**config.mk**
```make
export PLATFORM = sky130hd
export DESIGN_NAME = width_8_32_arb
export DESIGN_NICKNAME = d
export VERILOG_FILES = /design/src/rtl/width_8_32_arb.sv
export SDC_FILE = /design/constraint.sdc
export NUM_CORES = 1
export LEC_CHECK = 0
export BUFFER_PORTS_ARGS = -buffer_cell sky130_fd_sc_hd__buf_2
export CORE_ASPECT_RATIO = 0.9
export CORE_MARGIN = 2
export CORE_UTILIZATION = 47
export CTS_CLUSTER_SIZE = 16
export DETAILED_ROUTE_END_ITERATION = 8
export PLACE_DENSITY = 0.87
export SETUP_SLACK_MARGIN = 0.2
export SYNTH_ARGS = -nofsm -noshare
export SYNTH_HDL_FRONTEND = slang
export SYNTH_SLANG_ARGS = --single-unit
```
**constraint.sdc**
```tcl
create_clock -name clk -period 5.2 [get_ports clk]
set_input_delay 1.3 -clock clk [delete_from_list [all_inputs] [get_ports clk]]
set_output_delay 1.3 -clock clk [all_outputs]
set_load 0.03 [all_outputs]
```
**src/rtl/width_8_32_arb.sv**
```systemverilog
// Round-robin byte arbiter feeding a width_8_32 packer; grants whole words.
// Optional per-requester burst counters: define ARB_STATS_EN.
module width_8_32_arb #(
  parameter int NUM_IN     = 4,
  parameter int WORD_BYTES = 4,
  localparam int SRC_W     = $clog2(NUM_IN)
) (
  input  logic                   clk,
  input  logic                   reset_n,
  input  logic [NUM_IN*8-1:0]    t_data,
  input  logic [NUM_IN-1:0]      t_valid,
  output logic [NUM_IN-1:0]      t_ready,
  output logic [7:0]             i0_data,
  output logic                   i0_valid,
  input  logic                   i0_ready,
  output logic [SRC_W-1:0]       i0_src,
  output logic                   i0_last,
`ifdef ARB_STATS_EN
  output logic [NUM_IN*32-1:0]   stats_words,
`endif
  output logic                   busy
);

  localparam int BW =
    (WORD_BYTES > 1) ? $clog2(WORD_BYTES) : 1;

  localparam logic [0:0] S_IDLE  = 1'b0;
  localparam logic [0:0] S_GRANT = 1'b1;

  logic [0:0]       r_state;
  logic [SRC_W-1:0] r_gnt;
  logic [SRC_W-1:0] r_last_gnt;
  logic [BW-1:0]    r_bcnt;

  logic             w_grant;
  logic             w_hs;
  logic             w_end;
  logic             w_any;
  logic [SRC_W-1:0] w_pick_idle;
  logic [SRC_W-1:0] w_pick_re;

  // First valid requester after base, base itself last.
  function automatic logic [SRC_W-1:0] f_pick(
    input logic [SRC_W-1:0]  base,
    input logic [NUM_IN-1:0] v
  );
    logic [SRC_W-1:0] r;
    logic [SRC_W-1:0] idx;
    logic             hit;
    r   = base;
    hit = 1'b0;
    for (int i = 1; i <= NUM_IN; i++) begin
      idx = SRC_W'((int'(base) + i) % NUM_IN);
      if (!hit && v[idx]) begin
        hit = 1'b1;
        r   = idx;
      end
    end
    return r;
  endfunction

  assign w_grant     = (r_state == S_GRANT);
  assign w_any       = |t_valid;
  assign w_hs        = i0_valid & i0_ready;
  assign w_end       = (r_bcnt == BW'(WORD_BYTES - 1));
  assign w_pick_idle = f_pick(r_last_gnt, t_valid);
  assign w_pick_re   = f_pick(r_gnt, t_valid);

  // Steer the granted requester onto the packer port.
  always_comb begin
    i0_data  = '0;
    i0_valid = 1'b0;
    t_ready  = '0;
    for (int k = 0; k < NUM_IN; k++) begin
      if (r_gnt == SRC_W'(k)) begin
        i0_data  = t_data[k*8 +: 8];
        i0_valid = w_grant & t_valid[k];
        t_ready[k] = w_grant & i0_ready;
      end
    end
  end

  assign i0_src  = r_gnt;
  assign i0_last = w_grant & w_end;
  assign busy    = w_grant;

  // Arbitration FSM: hold a grant for one full word.
  always_ff @(posedge clk) begin
    if (!reset_n) begin
      r_state    <= S_IDLE;
      r_gnt      <= '0;
      r_last_gnt <= SRC_W'(NUM_IN - 1);
      r_bcnt     <= '0;
    end else begin
      unique case (1'b1)
        (r_state == S_IDLE): begin
          if (w_any) begin
            r_state <= S_GRANT;
            r_gnt   <= w_pick_idle;
            r_bcnt  <= '0;
          end
        end
        (r_state == S_GRANT): begin
          if (w_hs) begin
            if (!w_end) begin
              r_bcnt <= r_bcnt + BW'(1);
            end else begin
              r_last_gnt <= r_gnt;
              r_bcnt     <= '0;
              if (w_any) begin
                r_gnt <= w_pick_re;
              end else begin
                r_state <= S_IDLE;
              end
            end
          end
        end
        default: ;
      endcase
    end
  end

`ifdef ARB_STATS_EN
  logic [31:0] r_stats [NUM_IN];

  // Count completed bursts per requester.
  always_ff @(posedge clk) begin
    if (!reset_n) begin
      for (int k = 0; k < NUM_IN; k++) begin
        r_stats[k] <= '0;
      end
    end else if (w_grant && w_hs && w_end) begin
      for (int k = 0; k < NUM_IN; k++) begin
        if (r_gnt == SRC_W'(k)) begin
          r_stats[k] <= r_stats[k] + 32'd1;
        end
      end
    end
  end

  for (genvar k = 0; k < NUM_IN; k++) begin : g_st
    assign stats_words[32*k +: 32] = r_stats[k];
  end
`endif

endmodule

```
==> results.cfg, run 1 <==
[global_routing]
antenna_found_initial = 0
grt_pass1_vias = 1063
globalRoute.totalOverflow = 0
grt_max_degree = 21
grt_pass1_wl_um = 4520
grt_use_total_pct = 24.1

[logic_synthesis]
ys_ff_latch = 7
synth_top_family_by_area = simple AND/OR/NAND/NOR gates
synth_area_sq_um = 981
synthMuxAreaShare_pct = 5.48
ys_seq_area_share_pct = 14.3
synthSimpleGateAreaFrac_pct = 32.7
synthDistinctLibCells = 37
synth_xor_area_share_pct = 0.893
yosysWarnings = 0
synthesis.nets = 202
synth_compound_area_share_pct = 32.5
synth-adder-area-share_pct = 6.38
synthCells = 158
syn_avg_cell_area_sq_um = 6.21

[final_layout]
syn_to_final_growth_pct = 29.2
fin_area_sq_um = 1270
layout_commonest_cell = buf_2
layout_common_cells = buf_2 (55), nor2_1 (25), nand2_1 (24)
diodes = 0
fin_nets = 251
fin_cells = 231
fillers = 192
drive_above_1_share_pct = 31.6
fin_util_pct = 64.9

[sta]
hold_violations = 0
slew_headroom_pct = 61.8
min_period_ns = 3.87
worst_pin_slew_ns = 0.573
setup-violations-final = 0
period_share_pct = 74.4
clock_skew_ns = 0.00572
fmax_ghz = 0.258
rsz0062_at_grt = no
drv_slew = 0
tns_ns = 0

[routing]
wl_per_cell_um = 12.7
drc = 0
final_antenna_net_count = 0
initialDrtViolationCount = 44
dr.pass1.iters = 4
vias = 1300
via_per_inst = 5.63
drt_wl_total_um = 2930

[clocking]
clk_latency_ns = 0.25
cts_sinks = 7
cts_setup_buffers = 0
cts_tree = built
htree_levels = 1
tritoncts.num_buffers = 3
cts_hold_buf = 0
ctsResizeCount = 0
clk_pin_slew_ns = 0.06
cts_root_buffer = clkbuf_4
clock_path_buffers = 2

[setup_path]
worst_setup_path_end_kind = output pin
reg2regPathDepth = 7
cp-start-kind = register
crit_start = i0_src[0]$_SDFFE_PN0P_
worstSetupPathType = register to output pin
crit_fanout = 19
r2r_start = i0_src[0]$_SDFFE_PN0P_
arrival_ns = 2.57
required_ns = 3.90

[status]
status = completed

[min_path]
hold_depth = 1
hold_class = register to register
min_from = r_bcnt[0]$_SDFFE_PN0P_

[die]
rows = 15
die_x_um = 52.2
die_h_um = 47.3
num_io_pins = 56
start_util_pct = 50.3
core_sq_um = 1950
die-area_sq_um = 2470

[placement]
numPlacedInstances = 227
dp_hpwl_um = 2310
postPlaceCellArea_sq_um = 1240
io_buffers = 55
gp_congestion = 0.908

[run]
cap_viol_max_count = 0

[pwr]
p_leak_uw = 0.000636
ir_drop_uv = 180
power_density_nw_per_um2 = 205
-- kinds of logic (layout without fill, tap and decap cells) --
family / Yosys count / in the layout
xor gates and xnor gates: 1 / 1
DFF: 7 / 7
AOI/OAI and AO/OA: 53 / 53
adders and majority gates: 5 / 5
and+or+nand+nor: 69 / 69
buffers and inverters: 19 / 67
muxes: 4 / 4
-- per-stage QoR --
| stage | hold WS, ns | total power (uW) | setup WS [ns] |
|---|---|---|---|
| after detailed placement | 0.482 | 209 | 1.61 |
| final | 0.492 | 260 | 1.33 |
| after global routing | 0.519 | 280 | 1.16 |
| after CTS | 0.493 | 260 | 1.37 |
| after floorplan | 0.444 | 164 | 1.55 |
| after global placement | 0.457 | 207 | 1.64 |
-- synth_stat cells, drive strengths merged --
master | count | share of area [%]
inv | 8 | 3.1
clkbuf | 9 | 3.4
a211oi | 4 | 3.6
nor2 | 25 | 9.6
dfxtp | 7 | 14
o21ai | 14 | 7.1
mux4 | 1 | 2.3
nand2 | 24 | 9.2
nand3 | 1 | 0.51
o221ai | 2 | 1.8
nor4 | 1 | 0.64
a31oi | 3 | 1.9
nand3b | 3 | 2.3
a211o | 1 | 0.89
nor3b | 1 | 0.77
ha | 5 | 6.4
a311oi | 1 | 1.5
and2 | 3 | 1.9
buf | 2 | 1.3
a2111oi | 1 | 0.89
nor2b | 1 | 0.64
and4 | 2 | 1.8
nor3 | 1 | 0.51
mux2i | 2 | 2.0
and3 | 4 | 2.6
mux2 | 1 | 1.1
a21oi | 22 | 11
a21o | 1 | 0.77
o2111ai | 1 | 0.89
xnor2 | 1 | 0.89
or3b | 1 | 0.89
nand2b | 1 | 0.64
o22ai | 3 | 1.9
or2b | 1 | 0.77
-- flip-flops by register name (all words and copies together) (netlist names) --
name	flops
busy	1
i0_src	2
r_bcnt	2
r_last_gnt	2
-- per-layer routing --
layer  vias up  wire length, um  global-route usage, %
li1        652                -                      -
met1       575             1320                   30.3
met5         -                0                      0
met2        71             1330                   45.1
met3         2              273                   4.78
met4         0               12                   1.54
-- worst max-delay path, stage by stage (launching register included) --
cell and delay (ns):
dfxtp_1 0.65, inv_1 0.18, ha_1 0.44, nor3b_1 0.23, a21o_1 0.20, a31oi_1 0.24, and2_1 0.16, buf_2 0.19
-- final timing paths --
kind,slack (ns),endpoint
worst max register to register,2.51,r_last_gnt[1]$_SDFFE_PN1P_
worst min-delay path,0.49,r_bcnt[0]$_SDFFE_PN0P_
worst min register to register,0.49,r_bcnt[0]$_SDFFE_PN0P_
worst max-delay path,1.33,i0_valid
-- where the power goes --
| group | internal, uW | switching, uW |
|---|---|---|
| registers | 56.3 | 7.13 |
| clock network | 29.4 | 21.1 |
| logic | 52.7 | 93.0 |
| total | 138 | 121 |
-- final cells by class --
cell class / instances / area [sq um] / share of cell area (%)
clock buffers: 4 / 26.3 / 2.07
inverters: 8 / 30.0 / 2.37
multi-input cells: 132 / 764 / 60.3
flip-flops and latches: 7 / 140 / 11.1
well taps: 25 / 31.3 / 2.47
repair buffers: 55 / 275 / 21.7
Power figures use the tool's default switching activity.
==> run 2: changes to the inputs <==
CORE_UTILIZATION = 44   (was 47)
PLACE_DENSITY = 0.82   (was 0.87)
clock period = 3.9 ns   (was 5.2 ns; I/O delays follow)
==> results.cfg, run 2 (synthesis gave the netlist of run 1 again) <==
[pwr]
power_density_nw_per_um2 = 272
p_leak_uw = 0.000642
ir_drop_uv = 228

[global_routing]
grt_pass1_wl_um = 4400
antenna_found_initial = 0
grt_pass1_vias = 1057
grt_max_degree = 21
grt_use_total_pct = 21.8
globalRoute.totalOverflow = 0

[clocking]
clk_pin_slew_ns = 0.06
cts_root_buffer = clkbuf_4
cts_tree = built
cts_hold_buf = 0
cts_setup_buffers = 0
ctsResizeCount = 0
tritoncts.num_buffers = 3
clk_latency_ns = 0.27
htree_levels = 1
clock_path_buffers = 2
cts_sinks = 7

[setup_path]
worstSetupPathType = register to output pin
arrival_ns = 2.52
endpoint = i0_valid
cpLargestDelayFamily = flip-flops
crit_slowest_cell = dfxtp_1
crit_cells = 7
crit_start = i0_src[0]$_SDFFE_PN0P_
r2r_slack_ns = 1.28
worst_setup_path_end_kind = output pin
worstPathCellList = inv_1 > ha_1 > nor3b_1 > a21o_1 > a31oi_1 > and2_1 > buf_2
max_stage_delay_ns = 0.65
cp-start-kind = register
path_buf_inv = 2
reg2regPathDepth = 7
r2r_start = i0_src[0]$_SDFFE_PN0P_
r2r_end = r_last_gnt[1]$_SDFFE_PN1P_
required_ns = 2.92
crit_fanout = 19

[die]
num_io_pins = 56
start_util_pct = 45.8
die-area_sq_um = 2620
core_sq_um = 2140
rows = 16
die_x_um = 53.8
die_h_um = 48.8

[placement]
postPlaceCellArea_sq_um = 1250
io_buffers = 55
post-place-ws_ns = 0.714
gp_congestion = 0.935
dp_hpwl_um = 2180
numPlacedInstances = 230

[final_layout]
syn_to_final_growth_pct = 30.2
fin_cells = 234
fin_area_sq_um = 1280
layout_common_cells = buf_2 (55), nor2_1 (25), nand2_1 (24)
diodes = 0
fin_nets = 252
layout_commonest_cell = buf_2
drive_above_1_share_pct = 31.9

[routing]
final_antenna_net_count = 0
via_per_inst = 5.39
initialDrtViolationCount = 41
drc = 0
dr.pass1.iters = 4
drt_wl_total_um = 2820
vias = 1261
wl_per_cell_um = 12.1

[sta]
hold_violations = 0
worst_pin_slew_ns = 0.559
setup-violations-final = 0
fin_ws_ns = 0.409
period_share_pct = 89.5
tns_ns = 0
min_period_ns = 3.49
clock_skew_ns = 0.0148
fmax_ghz = 0.286
slew_headroom_pct = 62.7
rsz0062_at_grt = no
drv_slew = 0

[status]
status = completed

[run]
cap_viol_max_count = 0

[min_path]
hold_class = register to register
[run 2: power by group]
| part | total [uW] | leakage (uW) | internal [uW] | switching [uW] |
|---|---|---|---|---|
| sequential | 84.8 | 0.0000574 | 75.1 | 9.75 |
| combinational | 192 | 0.000569 | 70.4 | 121 |
| clock | 70.3 | 0.0000150 | 39.3 | 30.9 |
| total | 347 | 0.000642 | 185 | 162 |
[run 2: final cells by class]
class                           instances  area (sq um)
Fill cell                             236           865
Multi-Input combinational cell        132           764
Timing Repair Buffer                   56           283
Sequential cell                         7           140
Tap cell                               27          33.8
Inverter                                8          30.0
Clock buffer                            4          26.3
[run 2: worst min-delay path by stage]
stage | from | endpoint | slack [ns] | cells after the start
final | r_bcnt[1]$_SDFFE_PN0P_ | r_bcnt[1]$_SDFFE_PN0P_ | 0.49 | 2
after global routing | r_bcnt[0]$_SDFFE_PN0P_ | r_bcnt[0]$_SDFFE_PN0P_ | 0.51 | 1
after CTS | r_bcnt[1]$_SDFFE_PN0P_ | r_bcnt[1]$_SDFFE_PN0P_ | 0.49 | 2
after detailed placement | r_bcnt[1]$_SDFFE_PN0P_ | r_bcnt[1]$_SDFFE_PN0P_ | 0.48 | 2
after global placement | r_bcnt[1]$_SDFFE_PN0P_ | r_bcnt[1]$_SDFFE_PN0P_ | 0.47 | 2
after floorplan | r_bcnt[0]$_SDFFE_PN0P_ | r_bcnt[0]$_SDFFE_PN0P_ | 0.44 | 1
[run 2: per-layer routing]
layer | track usage [%] | up-vias | part of all wire [%]
li1 | - | 661 | -
met3 | 5.21 | 2 | 11
met5 | 0 | - | 0
met1 | 26.7 | 533 | 43
met2 | 37.4 | 65 | 45
met4 | 4.70 | 0 | 0.46
[run 2: tightest hold or removal path, stage by stage (launching register included)]
cell and delay, ns:
dfxtp_1 0.31, o21ai_0 0.07, a21oi_1 0.06
[run 2: stage by stage]
step	hold WS (ns)	util (%)	power, uW
finish	0.491	59.6	347
global route	0.510	59.6	373
CTS	0.487	59.6	350
detailed placement	0.478	58.4	278
global placement	0.473	58.4	276
floorplan	0.444	-	218
==> run 3: changes to the inputs <==
clock period = 3.7 ns   (was 3.9 ns; I/O delays follow)
==> results.cfg, run 3 (synthesis gave the netlist of run 1 again) <==
[clocking]
clk_pin_slew_ns = 0.06
clk_latency_ns = 0.26
ctsResizeCount = 0
cts_tree = built
cts_hold_buf = 0
cts_setup_buffers = 0
clock_path_buffers = 2
cts_sinks = 7
cts_root_buffer = clkbuf_4
tritoncts.num_buffers = 3
htree_levels = 1

[sta]
fmax_ghz = 0.315
drv_slew = 0
period_share_pct = 85.9
slew_headroom_pct = 61.8
hold_violations = 0
min_period_ns = 3.18
tns_ns = 0
fin_ws_ns = 0.522
worst_pin_slew_ns = 0.573
rsz0062_at_grt = no
clock_skew_ns = 0.00689
setup-violations-final = 0

[setup_path]
worstPathCellList = inv_1 > ha_1 > nand3b_1 > a31oi_1 > and2_1 > buf_2
crit_cells = 6
reg2regPathDepth = 6
crit_slowest_cell = dfxtp_1
cpLargestDelayFamily = flip-flops
path_buf_inv = 2
worst_setup_path_end_kind = output pin
arrival_ns = 2.25
cp-start-kind = register
max_stage_delay_ns = 0.53
worstSetupPathType = register to output pin
crit_fanout = 19
required_ns = 2.77

[routing]
vias = 1298
drt_wl_total_um = 3020
dr.pass1.iters = 4
initialDrtViolationCount = 34
drc = 0
via_per_inst = 5.52
final_antenna_net_count = 0
wl_per_cell_um = 12.9

[die]
start_util_pct = 45.8
die-area_sq_um = 2620
die_x_um = 53.8
rows = 16
num_io_pins = 56
core_sq_um = 2140
die_h_um = 48.8

[placement]
dp_hpwl_um = 2320
gp_congestion = 0.995
post-place-ws_ns = 0.817
io_buffers = 55

[pwr]
p_leak_uw = 0.000647
ir_drop_uv = 272
power_density_nw_per_um2 = 286
switching_share_pct = 46.7
p_sw_uw = 172
clockPowerShare_pct = 19.9
seq_power_share_pct = 23.4
intPower_uw = 196
power_frac_comb_pct = 56.6

[final_layout]
layout_common_cells = buf_2 (55), nor2_1 (25), nand2_1 (24)
fillers = 238
register_area_sq_um = 140
syn_to_final_growth_pct = 31.0
layout_commonest_cell = buf_2
drive_above_1_share_pct = 32.2
diodes = 0
multiInputGateArea_sq_um = 764
fin_nets = 253

[status]
status = completed

[run]
cap_viol_max_count = 0

[global_routing]
grt_use_met3_pct = 5.83
grt_pass1_wl_um = 4660
top_usage_layer = met2
gr-usage-met1_pct = 28.2
globalRoute.totalOverflow = 0
antenna_found_initial = 0
grt_max_degree = 20
grt_pass1_vias = 1140
grt_use_met2_pct = 40.2
grt_use_total_pct = 22.9

[min_path]
hold_class = register to register
hold_depth = 1
==> run 3: changes by cell type in the layout (fill, tap and decap cells not counted) <==
cell,before,now
buf_4,1,2
==> run 3: path summary, 6_finish.rpt <==
path                          start                          to  slack, ns
max reg2reg  i0_src[1]$_SDFFE_PN0P_  r_last_gnt[1]$_SDFFE_PN1P_       1.30
min reg2reg  r_bcnt[0]$_SDFFE_PN0P_      r_bcnt[0]$_SDFFE_PN0P_       0.50
min          r_bcnt[0]$_SDFFE_PN0P_      r_bcnt[0]$_SDFFE_PN0P_       0.50
max          i0_src[1]$_SDFFE_PN0P_                    i0_valid       0.52
==> run 3: cell type report <==
type | count | area share, %
tap | 27 | 2.63
timing repair buffer | 57 | 22.6
inverter | 8 | 2.34
multi-input combinational | 132 | 59.5
clock buffer | 4 | 2.04
sequential | 7 | 10.9
==> run 3: power by group through the flow <==
stage	Clock [uW]	Sequential (uW)	Combinational (uW)
2_1_floorplan	0	90.7	139
3_3_place_gp	0	87.0	206
3_5_place_dp	0	87.3	208
4_1_cts	73.0	85.8	209
5_1_grt	80.6	86.5	229
6_report	73.4	86.2	208
==> run 3: worst reg2reg max path, cell delays in order, from the launching register on <==
cell and delay, ns:
dfxtp_1 0.53, inv_1 0.16, ha_1 0.40, nand3b_1 0.28, a311oi_2 0.41, nand2_1 0.20, a211o_1 0.32
==> run 3: layer usage <==
metal | wire length, um | vias up
met4 | 0 | 0
met2 | 1430 | 74
li1 | - | 664
met1 | 1230 | 560
met3 | 367 | 0
met5 | 0 | -
==> run 3: through the flow <==
step	total power, uW	area (sq um)	utilization [%]	hold slack (ns)	instances
2_1_floorplan	230	981	-	0.444	158
3_3_place_gp	293	1260	58.8	0.461	231
5_1_grt	396	1280	60.0	0.509	235
3_5_place_dp	295	1260	58.8	0.466	231
4_1_cts	368	1280	60.0	0.490	235
6_report	368	1280	60.0	0.500	235
